## config.mk

```make
export PLATFORM = sky130hd
export DESIGN_NAME = mux_nx1_pipe_flat
export DESIGN_NICKNAME = d
export VERILOG_FILES = /design/src/rtl/mux_nx1_pipe_pkg.sv /design/src/rtl/mux_nx1_pipe_if.sv /design/src/rtl/mux_nx1_pipe_arb.sv /design/src/rtl/mux_nx1_pipe.sv /design/src/flat_wrapper.sv
export SDC_FILE = /design/constraint.sdc
export NUM_CORES = 1
export LEC_CHECK = 0
export CORE_AREA = 2 2 61 63
export CTS_CLUSTER_SIZE = 24
export DETAILED_ROUTE_END_ITERATION = 7
export DIE_AREA = 0 0 63 65
export PLACE_DENSITY = 0.74
export SLEW_MARGIN = 20
export SYNTH_ARGS = -nofsm -noshare
export SYNTH_HDL_FRONTEND = slang
export SYNTH_SLANG_ARGS = --single-unit
```

## constraint.sdc

```tcl
create_clock -name clk -period 8.11 [get_ports clk]
set_input_delay 1.622 -clock clk [delete_from_list [all_inputs] [get_ports clk]]
set_output_delay 1.622 -clock clk [all_outputs]
set_load 0.01 [all_outputs]
```

## src/rtl/mux_nx1_pipe_pkg.sv

```systemverilog
`default_nettype none
// ============================================================================
// Module   : mux_nx1_pkg
// Purpose  : Shared constants and cyclic priority search for mux_nx1_pipe.
// Revision : 1.0 - initial release
// ============================================================================
package mux_nx1_pkg;

    localparam logic MODE_SEL = 1'b0;
    localparam logic MODE_RR  = 1'b1;

    // Holding-register states; FULL is the single-entry name for ONE.
    localparam logic [1:0] ST_EMPTY = 2'd0;
    localparam logic [1:0] ST_ONE   = 2'd1;
    localparam logic [1:0] ST_FULL  = 2'd1;
    localparam logic [1:0] ST_TWO   = 2'd2;

    // Index of the first set bit of req at or after ptr, wrapping at n.
    // Scanning downward lets the closest candidate overwrite farther ones.
    function automatic int rr_first(input logic [31:0] req, input int ptr, input int n);
        int idx;
        int j;
        idx = 0;
        for (int k = 31; k >= 0; k--) begin
            if (k < n) begin
                j = ptr + k;
                if (j >= n) j = j - n;
                if (req[j]) idx = j;
            end
        end
        return idx;
    endfunction

endpackage
`default_nettype wire

```

## src/rtl/mux_nx1_pipe_if.sv

```systemverilog
`default_nettype none
// ============================================================================
// Module   : mux_nx1_pipe_if
// Purpose  : Producer/consumer bundle of the N:1 pipelined mux.
// Revision : 1.0 - initial release
// ============================================================================
interface mux_nx1_pipe_if #(
    parameter int N = 4,
    parameter int W = 8
);
    localparam int SW = $clog2(N);

    logic           mode;
    logic [SW-1:0]  sel;
    logic [N*W-1:0] in_data;
    logic [N-1:0]   in_valid;
    logic [N-1:0]   in_ready;
    logic [W-1:0]   out_data;
    logic           out_valid;
    logic           out_ready;

    modport master (
        output mode, sel, in_data, in_valid, out_ready,
        input  in_ready, out_data, out_valid
    );

    modport slave (
        input  mode, sel, in_data, in_valid, out_ready,
        output in_ready, out_data, out_valid
    );
endinterface
`default_nettype wire

```

## src/rtl/mux_nx1_pipe_arb.sv

```systemverilog
`default_nettype none
// ============================================================================
// Module   : rr_arbiter
// Purpose  : Grant for the N:1 mux, explicit select or round-robin.
// Revision : 1.0 - initial release
// ============================================================================
module rr_arbiter
    import mux_nx1_pkg::*;
#(
    parameter int N = 4,
    localparam int SW = $clog2(N)
) (
    input  wire logic [N-1:0]  i_req,
    input  wire logic [SW-1:0] i_ptr,
    input  wire logic          i_mode,
    input  wire logic [SW-1:0] i_sel,
    output logic [N-1:0]       o_grant,
    output logic [SW-1:0]      o_grant_idx,
    output logic               o_grant_vld
);
    int            w_rr_idx;
    logic [SW-1:0] w_idx;
    logic          w_vld;

    always_comb begin
        w_rr_idx = rr_first(32'(i_req), int'(i_ptr), N);
        w_idx    = '0;
        w_vld    = 1'b0;
        if (i_mode == MODE_RR) begin
            w_vld = |i_req;
            w_idx = SW'(w_rr_idx);
        end else if ((int'(i_sel) < N) && i_req[i_sel]) begin
            w_vld = 1'b1;
            w_idx = i_sel;
        end
        o_grant = '0;
        if (w_vld) o_grant[w_idx] = 1'b1;
        o_grant_idx = w_idx;
        o_grant_vld = w_vld;
    end
endmodule
`default_nettype wire

```

## src/rtl/mux_nx1_pipe.sv

```systemverilog
`default_nettype none
// ============================================================================
// Module   : mux_nx1_pipe
// Purpose  : N-input registered mux with valid/ready and select/RR modes.
//            MUX_NX1_PIPE_SKID_EN adds a second entry, cutting out_ready->in_ready.
// Revision : 1.0 - initial release
// ============================================================================
module mux_nx1_pipe
    import mux_nx1_pkg::*;
#(
    parameter int N = 4,
    parameter int W = 8
) (
    input  wire logic     clk,
    input  wire logic     rst,
    mux_nx1_pipe_if.slave bus
);
    localparam int SW = $clog2(N);

    logic [1:0]    r_state;
    logic [W-1:0]  r_data0;
`ifdef MUX_NX1_PIPE_SKID_EN
    logic [W-1:0]  r_data1;
`endif
    logic [SW-1:0] r_ptr;

    logic [N-1:0]  w_grant;
    logic [SW-1:0] w_grant_idx;
    logic          w_grant_vld;
    logic          w_space;
    logic          w_push;
    logic          w_pop;
    logic [W-1:0]  w_in_word;

    rr_arbiter #(.N(N)) u_arb (
        .i_req       (bus.in_valid),
        .i_ptr       (r_ptr),
        .i_mode      (bus.mode),
        .i_sel       (bus.sel),
        .o_grant     (w_grant),
        .o_grant_idx (w_grant_idx),
        .o_grant_vld (w_grant_vld)
    );

`ifdef MUX_NX1_PIPE_SKID_EN
    assign w_space = (r_state != ST_TWO);
`else
    assign w_space = (r_state == ST_EMPTY) || bus.out_ready;
`endif

    assign w_push    = w_grant_vld && w_space && !rst;
    assign w_pop     = (r_state != ST_EMPTY) && bus.out_ready;
    assign w_in_word = bus.in_data[w_grant_idx*W +: W];

    assign bus.in_ready  = w_grant & {N{w_space && !rst}};
    assign bus.out_valid = (r_state != ST_EMPTY);
    assign bus.out_data  = r_data0;

    always_ff @(posedge clk) begin
        if (rst) begin
            r_state <= ST_EMPTY;
            r_data0 <= '0;
`ifdef MUX_NX1_PIPE_SKID_EN
            r_data1 <= '0;
`endif
            r_ptr   <= '0;
        end else begin
            if (w_push && (bus.mode == MODE_RR))
                r_ptr <= (w_grant_idx == SW'(N - 1)) ? '0 : w_grant_idx + 1'b1;
`ifdef MUX_NX1_PIPE_SKID_EN
            // r_data0 is always the head word so out_data stays FIFO-ordered.
            case (r_state)
                ST_EMPTY: begin
                    if (w_push) begin
                        r_data0 <= w_in_word;
                        r_state <= ST_ONE;
                    end
                end
                ST_ONE: begin
                    if (w_push && w_pop) begin
                        r_data0 <= w_in_word;
                    end else if (w_push) begin
                        r_data1 <= w_in_word;
                        r_state <= ST_TWO;
                    end else if (w_pop) begin
                        r_state <= ST_EMPTY;
                    end
                end
                ST_TWO: begin
                    if (w_pop) begin
                        r_data0 <= r_data1;
                        r_state <= ST_ONE;
                    end
                end
                default: r_state <= ST_EMPTY;
            endcase
`else
            if (w_push) begin
                r_data0 <= w_in_word;
                r_state <= ST_FULL;
            end else if (w_pop) begin
                r_state <= ST_EMPTY;
            end
`endif
        end
    end
endmodule
`default_nettype wire

```

## src/flat_wrapper.sv

```systemverilog
// flat-port wrapper written by rule: the top's interface ports become plain ports
module mux_nx1_pipe_flat import mux_nx1_pkg::*;
#(
    parameter int N = 4,
    parameter int W = 8
)
  (clk, rst, bus_mode, bus_sel, bus_in_data, bus_in_valid, bus_out_ready, bus_in_ready, bus_out_data, bus_out_valid);
  mux_nx1_pipe_if #(.N(N), .W(W)) bus_i ();
  input  wire logic clk;
  input  wire logic rst;
  input wire logic [$bits(bus_i.mode)-1:0] bus_mode;
  input wire logic [$bits(bus_i.sel)-1:0] bus_sel;
  input wire logic [$bits(bus_i.in_data)-1:0] bus_in_data;
  input wire logic [$bits(bus_i.in_valid)-1:0] bus_in_valid;
  input wire logic [$bits(bus_i.out_ready)-1:0] bus_out_ready;
  output wire logic [$bits(bus_i.in_ready)-1:0] bus_in_ready;
  output wire logic [$bits(bus_i.out_data)-1:0] bus_out_data;
  output wire logic [$bits(bus_i.out_valid)-1:0] bus_out_valid;
  assign bus_i.mode = bus_mode;
  assign bus_i.sel = bus_sel;
  assign bus_i.in_data = bus_in_data;
  assign bus_i.in_valid = bus_in_valid;
  assign bus_i.out_ready = bus_out_ready;
  assign bus_in_ready = bus_i.in_ready;
  assign bus_out_data = bus_i.out_data;
  assign bus_out_valid = bus_i.out_valid;
  mux_nx1_pipe #(.N(N), .W(W)) u_core (.clk(clk), .rst(rst), .bus(bus_i));
endmodule
```

==> summary.md <==
| Metric | Value |
|---|---|
| Psw | 0.0852 mW |
| Htree depth | 1 |
| Syn. warnings | 0 |
| Crit-path max FO | 19 |
| Layout Utilization | 0.539 |
| Critical Path End Type | primary output |
| Nets@finish | 245 |
| Number of remaining DRC errors | 0 |
| Port Buffers | 54 |
| Num CTS Buffers | 3 |
| Initial antenna violation count | 0 |
| Fraction of layout cells with a size suffix above 1 | 0.150 |
| CTS Hold Bufs | 0 |
| # rows | 22 |
| Pin count of the biggest net entering global routing | 22 |
| Post-synthesis cell type count | 40 |
| Synth Net Count | 198 |
| Flop pwr share | 0.294 |
| Worst-path clk slew | approximately 0.07 ns |
| CP required | 6.49 ns |
| Area Overhead vs Synth | 41.1% |
| Worst path top cell family by delay | buffers and inverters |
| Sw Ratio | 0.361 |
| Leak | 0.718 nW |
| P per Cell Area | 125 mW/mm^2 |
| Placer Congestion | 0.818 |
| Multi-input gate area | 973 sq um |
| Slew headroom | 0.475 |
| Initial drt markers | 47 |
| Global-route wire length before repair | roughly 5500 um |
| Seq/Total Area, Yosys | 0.165 |
| Core ar. | 0.00350 sq mm |
| Number of global-route vias before repair | 1249 |
| Buffers and inverters on the worst path | 4 |
| Commonest non-fill, non-tap cell in the layout | clkdlybuf4s50_1 |
| Critical path type | in2out |
| Synth area leaders | dfxtp_1 16%, a221oi_2 9.0%, ha_1 8.4% |
| Max VDD drop | between 0.05 and 0.06 mV |
| # IOs | between 50 and 60 |
| DRT Pass-1 Iters | 5 |
| Worst-Margin Slew | 0.787 ns |
| Final Instance Area | around 0.0019 sq mm |
| Most frequent cells in the layout | 54 x clkdlybuf4s50_1, 17 x inv_1, 11 x dfxtp_1 |
| Int Power | 0.151 mW |
| Max-Cap Viols | 0 |
| Final Hold Viols | 0 |
| Final Skew | 0.00390 ns |
| Overall routing resource usage | 0.163 |
| Fillers | 339 |
| CTS Root Cell | clkbuf_4 |
| Clk network pwr share | 0.156 |
| DR vias | 1290 |
| Setup Buffers After CTS | 0 |
| Routed WL per cell | 13.9 um |
| CTS tree | built |
| Setup TNS | 0 ns |
| DIE AREA | 0.00410 sq mm |
| Setup violations, final | 0 |
| GRT overflow | 0 |
| Syn Std Cell Area | 0.00134 sq mm |
| Antenna-violating nets left | 0 |
| Die Height | 65 um |
| RSZ-0062 raised after global routing | no |
| Max clock buf depth | 2 |
| Slew Limit Fails | 0 |
| Initial cell density of the core | 0.382 |
| Placement Cell Area | 0.00186 sq mm |
| Tmin final | 6.51 ns |
| CP Launch Type | primary input |
| DPL Wire Length | around 2600 um |
| Fmax | between 150 and 200 MHz |
| Final period util | 0.803 |
| Combinational fraction of design power | 0.550 |
| Antenna cell count | 0 |
| Post-Syn Area per Cell | 9.08 sq um |
| Status | complete, no violations |
| CTS-repair resized insts | 0 |
| Slowest cell delay on critical path | 0.73 ns |
| Chip Width | 63 um |
| Worst path slowest cell | and2_1 |
| Most area-hungry cell type in the Yosys netlist | dfxtp_1 |
| Synth top area share | 0.165 |
| FF/Latch Area | 220 sq um |
| WL final | 3350 um |
| Clock Latency Late Sink | 0.26 ns |
| Yosys reg bits | 11 |
| Gate Count Post-Synth | 147 |
| Worst Hold Class | reg2reg |
| Worst-path cell chain | clkdlybuf4s50_1, mux2_4, a32oi_1, o32a_1, and2_1, inv_1, ha_1, inv_1, nor2_1, clkdlybuf4s50_1 |
| Crit path DAT | 4.89 ns |
| Total power | 0.236 mW |
| CTS sink count | 11 |
| Via density | 5.35 |
-- registers in the layout (all words and copies together) (netlist names) --
name	count
u_core.r_ptr	2
u_core.bus.out_data	8
u_core.r_state	1
-- worst reg2reg max path, cell delays in order (launching register included) --
cell and delay, ns:
dfxtp_1 0.63, inv_1 0.16, ha_1 0.38, a32oi_1 0.21, o32a_1 0.51, and2_1 0.74, inv_1 0.15, ha_1 0.31
mux2i_1 0.13, nor2_1 0.06
-- through the flow --
stage | setup WS, ns | instances | hold slack, ns
global route | 1.36 | 241 | 0.530
floorplan | 3.04 | 147 | 0.515
finish | 1.60 | 241 | 0.504
detailed placement | 1.59 | 237 | 0.490
CTS | 1.58 | 241 | 0.504
global placement | 1.68 | 237 | 0.488
-- cell families after synthesis --
family	after synthesis	synth area share
AO/OA/AOI/OAI	47	0.383
AND/OR/NAND/NOR	41	0.176
buffers and inverters	29	0.106
flip-flops	11	0.165
multiplexers	10	0.0853
adder cells (fa/ha/maj)	9	0.0844
-- power groups by stage --
stage	combinational (mW)	sequential, mW	clock, mW
after floorplan	0.0832	0.0710	0
after global placement	0.127	0.0700	0
after detailed placement	0.130	0.0703	0
after CTS	0.130	0.0691	0.0386
after global routing	0.141	0.0704	0.0416
final	0.130	0.0692	0.0368
-- layer usage --
metal,track usage,wire [um],vias to the layer above
met3,0.0260,191,4
met1,0.209,1480,591
met4,0.0528,32,0
met5,0,0,-
met2,0.278,1640,52
li1,-,-,643
-- synth_stat cells --
| master | count |
|---|---|
| inv_1 | 17 |
| dfxtp_1 | 11 |
| ha_1 | 9 |
| nor2_1 | 9 |
| a21boi_0 | 8 |
| a221oi_2 | 8 |
| nand3_1 | 8 |
| nand3b_1 | 8 |
| o2111a_1 | 8 |
| o31ai_2 | 8 |
| clkbuf_1 | 5 |
| mux2i_1 | 5 |
| nand2_1 | 5 |
| buf_6 | 4 |
| mux2_2 | 3 |
| nand2b_1 | 3 |
| a21oi_1 | 2 |
| buf_2 | 2 |
| mux2_4 | 2 |
| o21ai_0 | 2 |
| a2111o_1 | 1 |
| a211o_1 | 1 |
| a211oi_1 | 1 |
| a21o_1 | 1 |
| a2bb2oi_1 | 1 |
| a32oi_1 | 1 |
| and2_1 | 1 |
| and3_1 | 1 |
| and3_4 | 1 |
| and3b_1 | 1 |
| buf_1 | 1 |
| nor2b_1 | 1 |
| nor3_1 | 1 |
| o2111ai_4 | 1 |
| o211ai_1 | 1 |
| o311ai_2 | 1 |
| o32a_1 | 1 |
| o41ai_1 | 1 |
| or3_4 | 1 |
| or3b_2 | 1 |
-- layout make-up --
class	instances	area share
Multi-Input combinational cell	107	0.517
Timing Repair Buffer	54	0.287
Sequential cell	11	0.117
Inverter	17	0.0339
Tap cell	48	0.0319
Clock buffer	4	0.0139
-- path summary, 6_finish.rpt --
path	depth (start not counted)	endpoint	slack [ns]	from
worst max-delay path	10	bus_in_ready[2]	1.60	bus_in_valid[3]
worst min-delay path	2	u_core.bus.out_data[5]	0.50	u_core.bus.out_data[5]
worst max register to register	9	u_core.r_ptr[1]	4.71	u_core.r_ptr[0]
worst min register to register	2	u_core.bus.out_data[5]	0.50	u_core.bus.out_data[5]
Note: power is estimated with default switching activity, not from simulation.
